===== config.mk =====
export PLATFORM = sky130hd
export DESIGN_NAME = alu_mc
export DESIGN_NICKNAME = d
export VERILOG_FILES = /design/src/rtl/alu_mc.sv
export SDC_FILE = /design/constraint.sdc
export NUM_CORES = 1
export LEC_CHECK = 0
export BUFFER_PORTS_ARGS = -buffer_cell sky130_fd_sc_hd__buf_2
export CAP_MARGIN = 30
export CORE_ASPECT_RATIO = 1.2
export CORE_UTILIZATION = 61
export DETAILED_ROUTE_END_ITERATION = 16
export PLACE_DENSITY = 0.82
export SETUP_SLACK_MARGIN = 0.3
export SLEW_MARGIN = 20
export SYNTH_ARGS = -nofsm -noshare
export SYNTH_HDL_FRONTEND = slang
export SYNTH_SLANG_ARGS = --single-unit

===== constraint.sdc =====
create_clock -name clock -period 4.35 [get_ports clock]
set_input_delay 0.435 -clock clock [delete_from_list [all_inputs] [get_ports clock]]
set_output_delay 0.435 -clock clock [all_outputs]
set_load 0.02 [all_outputs]

===== src/rtl/alu_mc.sv =====
// Multi-cycle ALU: single-edge logic/add ops and a shift-add unsigned multiply.
// Results are registered only on completion and hold until the next completion.
module alu_mc #(
    parameter int DATA_W = 16,
    parameter int CNT_W  = $clog2(DATA_W) + 1
) (
    input  logic              clock,
    input  logic              reset,
    input  logic              start,
    input  logic [2:0]        op,
    input  logic [DATA_W-1:0] a,
    input  logic [DATA_W-1:0] b,
    output logic [DATA_W-1:0] result,
    output logic [DATA_W-1:0] result_hi,
    output logic              carry,
    output logic              zero,
    output logic              busy,
    output logic              done
);

    localparam logic [2:0] OP_ADD  = 3'b000;
    localparam logic [2:0] OP_SUB  = 3'b001;
    localparam logic [2:0] OP_MUL  = 3'b010;
    localparam logic [2:0] OP_AND  = 3'b011;
    localparam logic [2:0] OP_OR   = 3'b100;
    localparam logic [2:0] OP_PASS = 3'b101;
    localparam logic [2:0] OP_INC  = 3'b110;

    typedef enum logic [1:0] {S_IDLE, S_EXEC, S_MUL, S_DONE} state_t;

    state_t            state, state_n;
    logic [2:0]        op_q;
    logic [DATA_W-1:0] a_q, b_q;
    logic [DATA_W-1:0] prod_hi, prod_lo;
    logic [CNT_W-1:0]  cnt;

    logic              accept, mul_last;
    logic [DATA_W:0]   sum, diff, inc, step_sum;
    logic [DATA_W-1:0] exec_res, next_hi, next_lo;
    logic              exec_c;

    assign accept   = start && (state == S_IDLE || state == S_DONE);
    assign mul_last = (cnt == CNT_W'(DATA_W - 1));
    assign busy     = (state == S_EXEC) || (state == S_MUL);
    assign done     = (state == S_DONE);

    always_ff @(posedge clock) begin
        if (reset) state <= S_IDLE;
        else       state <= state_n;
    end

    always_comb begin
        state_n = state;
        unique case (state)
            S_IDLE, S_DONE: begin
                if (start) state_n = (op == OP_MUL) ? S_MUL : S_EXEC;
                else       state_n = S_IDLE;
            end
            S_EXEC:  state_n = S_DONE;
            S_MUL:   if (mul_last) state_n = S_DONE;
            default: state_n = S_IDLE;
        endcase
    end

    // Extended arithmetic: bit DATA_W is carry for add/inc and borrow for sub.
    always_comb begin
        sum      = {1'b0, a_q} + {1'b0, b_q};
        diff     = {1'b0, a_q} - {1'b0, b_q};
        inc      = {1'b0, a_q} + (DATA_W + 1)'(1);
        exec_res = '0;
        exec_c   = 1'b0;
        case (op_q)
            OP_ADD:  begin exec_res = sum[DATA_W-1:0];  exec_c = sum[DATA_W];  end
            OP_SUB:  begin exec_res = diff[DATA_W-1:0]; exec_c = diff[DATA_W]; end
            OP_AND:  exec_res = a_q & b_q;
            OP_OR:   exec_res = a_q | b_q;
            OP_PASS: exec_res = b_q;
            OP_INC:  begin exec_res = inc[DATA_W-1:0];  exec_c = inc[DATA_W];  end
            default: exec_res = '0;
        endcase
    end

    // One multiplier bit per edge: conditionally add a, then shift {hi,lo} right.
    always_comb begin
        step_sum = {1'b0, prod_hi} + (prod_lo[0] ? {1'b0, a_q} : '0);
        next_hi  = step_sum[DATA_W:1];
        next_lo  = {step_sum[0], prod_lo[DATA_W-1:1]};
    end

    always_ff @(posedge clock) begin
        if (reset) begin
            op_q      <= '0;
            a_q       <= '0;
            b_q       <= '0;
            prod_hi   <= '0;
            prod_lo   <= '0;
            cnt       <= '0;
            result    <= '0;
            result_hi <= '0;
            carry     <= 1'b0;
            zero      <= 1'b1;
        end else if (accept) begin
            op_q    <= op;
            a_q     <= a;
            b_q     <= b;
            prod_hi <= '0;
            prod_lo <= b;
            cnt     <= '0;
        end else if (state == S_EXEC) begin
            result    <= exec_res;
            result_hi <= '0;
            carry     <= exec_c;
            zero      <= ~|exec_res;
        end else if (state == S_MUL) begin
            prod_hi <= next_hi;
            prod_lo <= next_lo;
            cnt     <= cnt + CNT_W'(1);
            if (mul_last) begin
                result    <= next_lo;
                result_hi <= next_hi;
                carry     <= 1'b0;
                zero      <= ~|{next_hi, next_lo};
            end
        end
    end

endmodule


Word-level counts from Yosys, hierarchy flattened:

Cells that the tools add are included.

* bits of input ports: 38
* register bits after elaboration: 108
* logic and storage cells: 71

* $add $sub $neg: 5
* reduce and logical (&&, ||, !) cells: 17
* multiplexer cells: 22
* bitwise gates (word level): 4
* eq/ne operators: 12

Operators by type and width (number)
* two-way mux 16 bit: 10
* case mux 16 bit (6 select lines): 1
* adder 16 x 16 -> 17 bit: 2
* OR reduction 32 bit: 1
* adder 16 x 1 -> 17 bit (second input constant): 1
* subtractor 16 x 16 -> 17 bit: 1
* AND 16 bit: 1
* OR 16 bit: 1
* OR reduction 16 bit: 1
* equality test 3 bit (second input constant): 3
* equality test 3 x 2 -> 1 bit (second input constant): 2
* two-way mux 1 bit: 6
* two-way mux 2 bit: 3
* case mux 2 bit (3 select lines): 1
* nonzero test 2 bit: 3
* adder 5 x 1 -> 5 bit (second input constant): 1
* equality test 5 x 4 -> 1 bit (second input constant): 1
* equality test 2 bit (second input constant): 2
* inequality test 2 bit (second input constant): 2
* AND reduction 2 bit: 2
* OR reduction 2 bit: 2
* equality test 3 x 1 -> 1 bit (second input constant): 1
* logical NOT 3 bit: 1
* case mux 1 bit (3 select lines): 1
* other kinds (7): 10

Logic depth before layout (Yosys ltp):

* depth in word-level cells: 7
* gate-level depth with buffers: 13
* depth with buffers taken out: 13

Worst setup path after synthesis:

OpenSTA, ideal clock, no wires.

* path kind: flip-flop to flip-flop
* from: register a_q[0]
* to: register zero
* arrival time: 2.953 ns
* slack: 1.340 ns
* period minus slack after synthesis: 3.010 ns
* cell stages (with the launch flop): 13
* path buffers: 0
* library setup time: 0.057 ns
* cell sequence: dfxtp_1 -> and2_1 -> ha_1 -> fa_1 -> a211o_1 -> a21oi_1 -> o21bai_1 -> xor2_1 -> or4_1 -> nor4_1 -> nand4b_1 -> o31ai_1 -> a21o_1

* longest elaborated chain between the ends: 7
* elaborated cells on any way between the ends: 15
* classes of those cells: 4 x add/sub; 5 x mux; 2 x bitwise; 4 x reduce/logical

RTL lines
* from (decl): line 33 `logic [DATA_W-1:0] a_q, b_q;`
* from (signal assigned): line 93 `a_q <= '0;`
* from (signal assigned): line 104 `a_q <= a;`
* two-way mux 16 bit: line 85 `step_sum = {1'b0, prod_hi} + (prod_lo[0] ? {1'b0, a_q} : '0);`
* adder 16 x 16 -> 17 bit: line 85
* OR reduction 32 bit: line 122 `zero <= ~|{next_hi, next_lo};`
* logical NOT 1 bit: line 122
* two-way mux 1 bit: line 118 `if (mul_last) begin`
* two-way mux 1 bit: line 114 `end else if (state == S_MUL) begin`
* two-way mux 1 bit (*): line 109 `end else if (state == S_EXEC) begin`
* to (signal assigned): line 113 `zero <= ~|exec_res;`
* to (signal assigned): line 122
* to (decl): line 16 `output logic zero,`

Mark *: on every way between the ends. The rest lies on a longest branch, timed or not. The select of a mux whose other input is x is not followed.
A chain may end at the register's enable or synchronous reset.

Worst setup path in the final report:

* from: register prod_lo[0]
* to: register zero

* longest elaborated chain between the ends: 7

RTL lines
* from (decl): line 34 `logic [DATA_W-1:0] prod_hi, prod_lo;`
* from (signal assigned): line 116 `prod_lo <= next_lo;`
* two-way mux 16 bit: line 85
* adder 16 x 16 -> 17 bit: line 85
* OR reduction 32 bit: line 122
* logical NOT 1 bit: line 122
* two-way mux 1 bit: line 118
* two-way mux 1 bit: line 114
* two-way mux 1 bit: line 109

No other way between the ends. The select of a mux whose other input is x is not followed.

==> reports/qor.csv <==
stage,metric,value,unit
global_route,Congestion Overflow GR,0,
detailed_routing,vias per cell,6.451,
run_status,status,finished clean,
final_layout,sequential cell area,0.002162,mm2
timing,final hold violation count,0,
clocking,H-Tree Depth,3,
die,num ports,74,
detailed_routing,drc violations,0,
final_layout,post-route cell area,0.008677,mm2
final_layout,share of cells above drive strength 1,10.94,%
die,Die X,107.1,um
timing,Hold WS,309.9,ps
final_layout,ant diodes,0,
die,initial core utilization,63.28,%
run,max-cap violation count,0,
detailed_routing,Pre-Repair DR Iteration Count,5,
synth,Mean Syn Cell Area,7.673,um2
placed_design,pre-CTS WS,622.2,ps
timing,Slew headroom,40.19,%
synth,Synth cell types,76,
final_layout,nets,1197,
clocking,CTS max path bufs,2,
placed_design,Buffers on Ports,73,
worst_setup_path,Worst Path Max Fanout,17,
timing,Tmin final,3807,ps
worst_setup_path,Critical Path AT,4110,ps
synth,"Seq/Total Area, Yosys",26.73,%
worst_setup_path,R2R setup slack,540,ps
clocking,Num Clock Sinks,108,
global_route,vias in the first global route,7346,
worst_setup_path,critical path required time,4660,ps
timing,Final setup viols,0,
global_route,pin count of the biggest net entering global routing,87,
synth,Synth Register Bits,108,
clocking,clock latency at the later pin of the worst-skew pair,360,ps
detailed_routing,vias post-DR,8077,
pwr,peak supply drop,0.4921,mV
global_route,initial antenna violation count,0,
detailed_routing,Routed WL,23.74,mm
worst_setup_path,CP endpoint kind,flip-flop,
placed_design,Post-DP HPWL,17.59,mm
synth,Yosys Warn Count,0,
die,DIE HEIGHT,128.1,um
clocking,post-CTS setup-driven buffer insertion count,0,
worst_setup_path,CP Launch Type,flip-flop,
timing,Final Worst Setup Slack,542.7,ps
timing,Slew @ Worst Pin,897.1,ps
detailed_routing,initial DRC count,778,
timing,RSZ-0062 raised after global routing,false,
clocking,Inserted Clock Buffers,9,
pwr,overall power,4796,uW
synth,Synth Instances,1054,
global_route,global-route wire length before repair,37.41,mm
clocking,Resize count post-CTS,0,
final_layout,Multi-input gate area,0.005368,mm2
clocking,clk slew on worst S/H paths,80,ps
placed_design,Final GP Congestion,0.9873,
worst_setup_path,CP Class,reg -> reg,
die,row cnt,45,
synth,Synth Cell Area,0.008088,mm2
pwr,Leak,0.003593,uW
die,CORE AREA,0.01278,mm2
global_route,GRT Total Usage,35.03,%
worst_setup_path,Reg2Reg Depth,12,
final_layout,Filler Cell Count,1085,
placed_design,placed cell areas,0.008389,mm2
timing,Final Skew,11.16,ps
synth,ys flop type,dfxtp_1,
worst_hold_path,HP Class,in -> reg,
detailed_routing,DR WL/cell,18.96,um
detailed_routing,post-route ant nets,0,
timing,maximum clock rate,262.7,MHz
pwr,pwr/cell area,552.7,mW/mm2
final_layout,P&R area growth vs syn,7.286,%
die,DIE AREA,0.01373,mm2
synth,syn nets,1168,
synth,"EDFF count, synth",0,
timing,Slew Limit Fails,0,
clocking,cts hold-fix bufs,0,
timing,setup TNS,0,ps
timing,fin crit share,87.52,%
clocking,Root Driver,clkbuf_16,
synth,post-synthesis async set-or-reset flop share,0,%
worst_hold_path,hold path cells,3,
clocking,CTS tree,yes,
## worst max-delay path, stage by stage (launching register included)
cell	delay, ps
dfxtp_1	520
and2_1	280
ha_1	230
fa_1	480
a211o_1	360
a21oi_1	220
o31ai_1	130
o31ai_1	370
o21ai_0	230
xor2_1	210
nand4b_1	200
o31ai_1	390
a21o_1	120
## cells in the mapped netlist, types with 20 or more instances
library cell,count,area share (%)
inv_1,53,2.5
nor3_1,26,1.6
ha_1,73,11
dfxtp_1,108,27
clkbuf_1,46,2.1
a211oi_1,20,1.9
o21ai_0,45,2.8
and2_1,20,1.5
nor2_1,110,5.1
xnor2_1,26,2.8
nand2_1,135,6.3
a21oi_1,94,5.8
## metal layers
metal / global-route usage [%] / wire length (um)
met1: 40.63 / 9122
met5: 0 / 0
met3: 5.694 / 1812
met2: 59.32 / 11310
met4: 23.05 / 1495
## flip-flops by register name (all words and copies together) (netlist names)
name       cells
carry          1
zero           1
prod_hi       16
op_q           3
result_hi     16
result        16
prod_lo       16
cnt            5
b_q           16
state          2
a_q           16
## kinds of logic after synthesis
group	after synthesis	synth area share (%)
xor+xnor	34	3.682
fa+ha+maj	76	12.04
flops	108	26.73
mux	19	2.351
compound gates	297	24.35
buf+inv	120	7.132
simple gates	400	23.72
## report_power, final
| part | total (uW) | switching [uW] | internal [uW] |
|---|---|---|---|
| clock | 798 | 397 | 401 |
| sequential | 1490 | 304 | 1190 |
| combinational | 2500 | 1620 | 882 |
| total | 4800 | 2320 | 2470 |
## final cells by class
cell class                      count  area share (%)
Sequential cell                   108           24.92
Clock buffer                       10           2.639
Clock inverter                      6          0.6777
Tap cell                          164           2.365
Inverter                           53           2.293
Timing Repair Buffer               85           5.249
Multi-Input combinational cell    826           61.86
## placed cells by master (no fill, tap or decap), types with 25 or more instances in the layout
cell,count
o21ai_0,45
ha_1,73
a21oi_1,94
nor2_1,109
inv_1,53
dfxtp_1,108
nor3_1,25
buf_2,73
xnor2_1,26
nand2_1,135
## final timing paths
| kind | startpoint | endpoint |
|---|---|---|
| setup / recovery | prod_lo[0] | zero |
| hold / removal | a[8] | a_q[8] |
| setup reg to reg | prod_lo[0] | zero |
| hold reg to reg | result[3] | result[3] |
## stage by stage
step                util (%)  std cells
floorplan                  -       1054
global placement       65.64       1236
detailed placement     65.64       1236
CTS                    67.89       1252
global route           67.89       1252
finish                 67.89       1252
(Power assumes the default switching activity.)
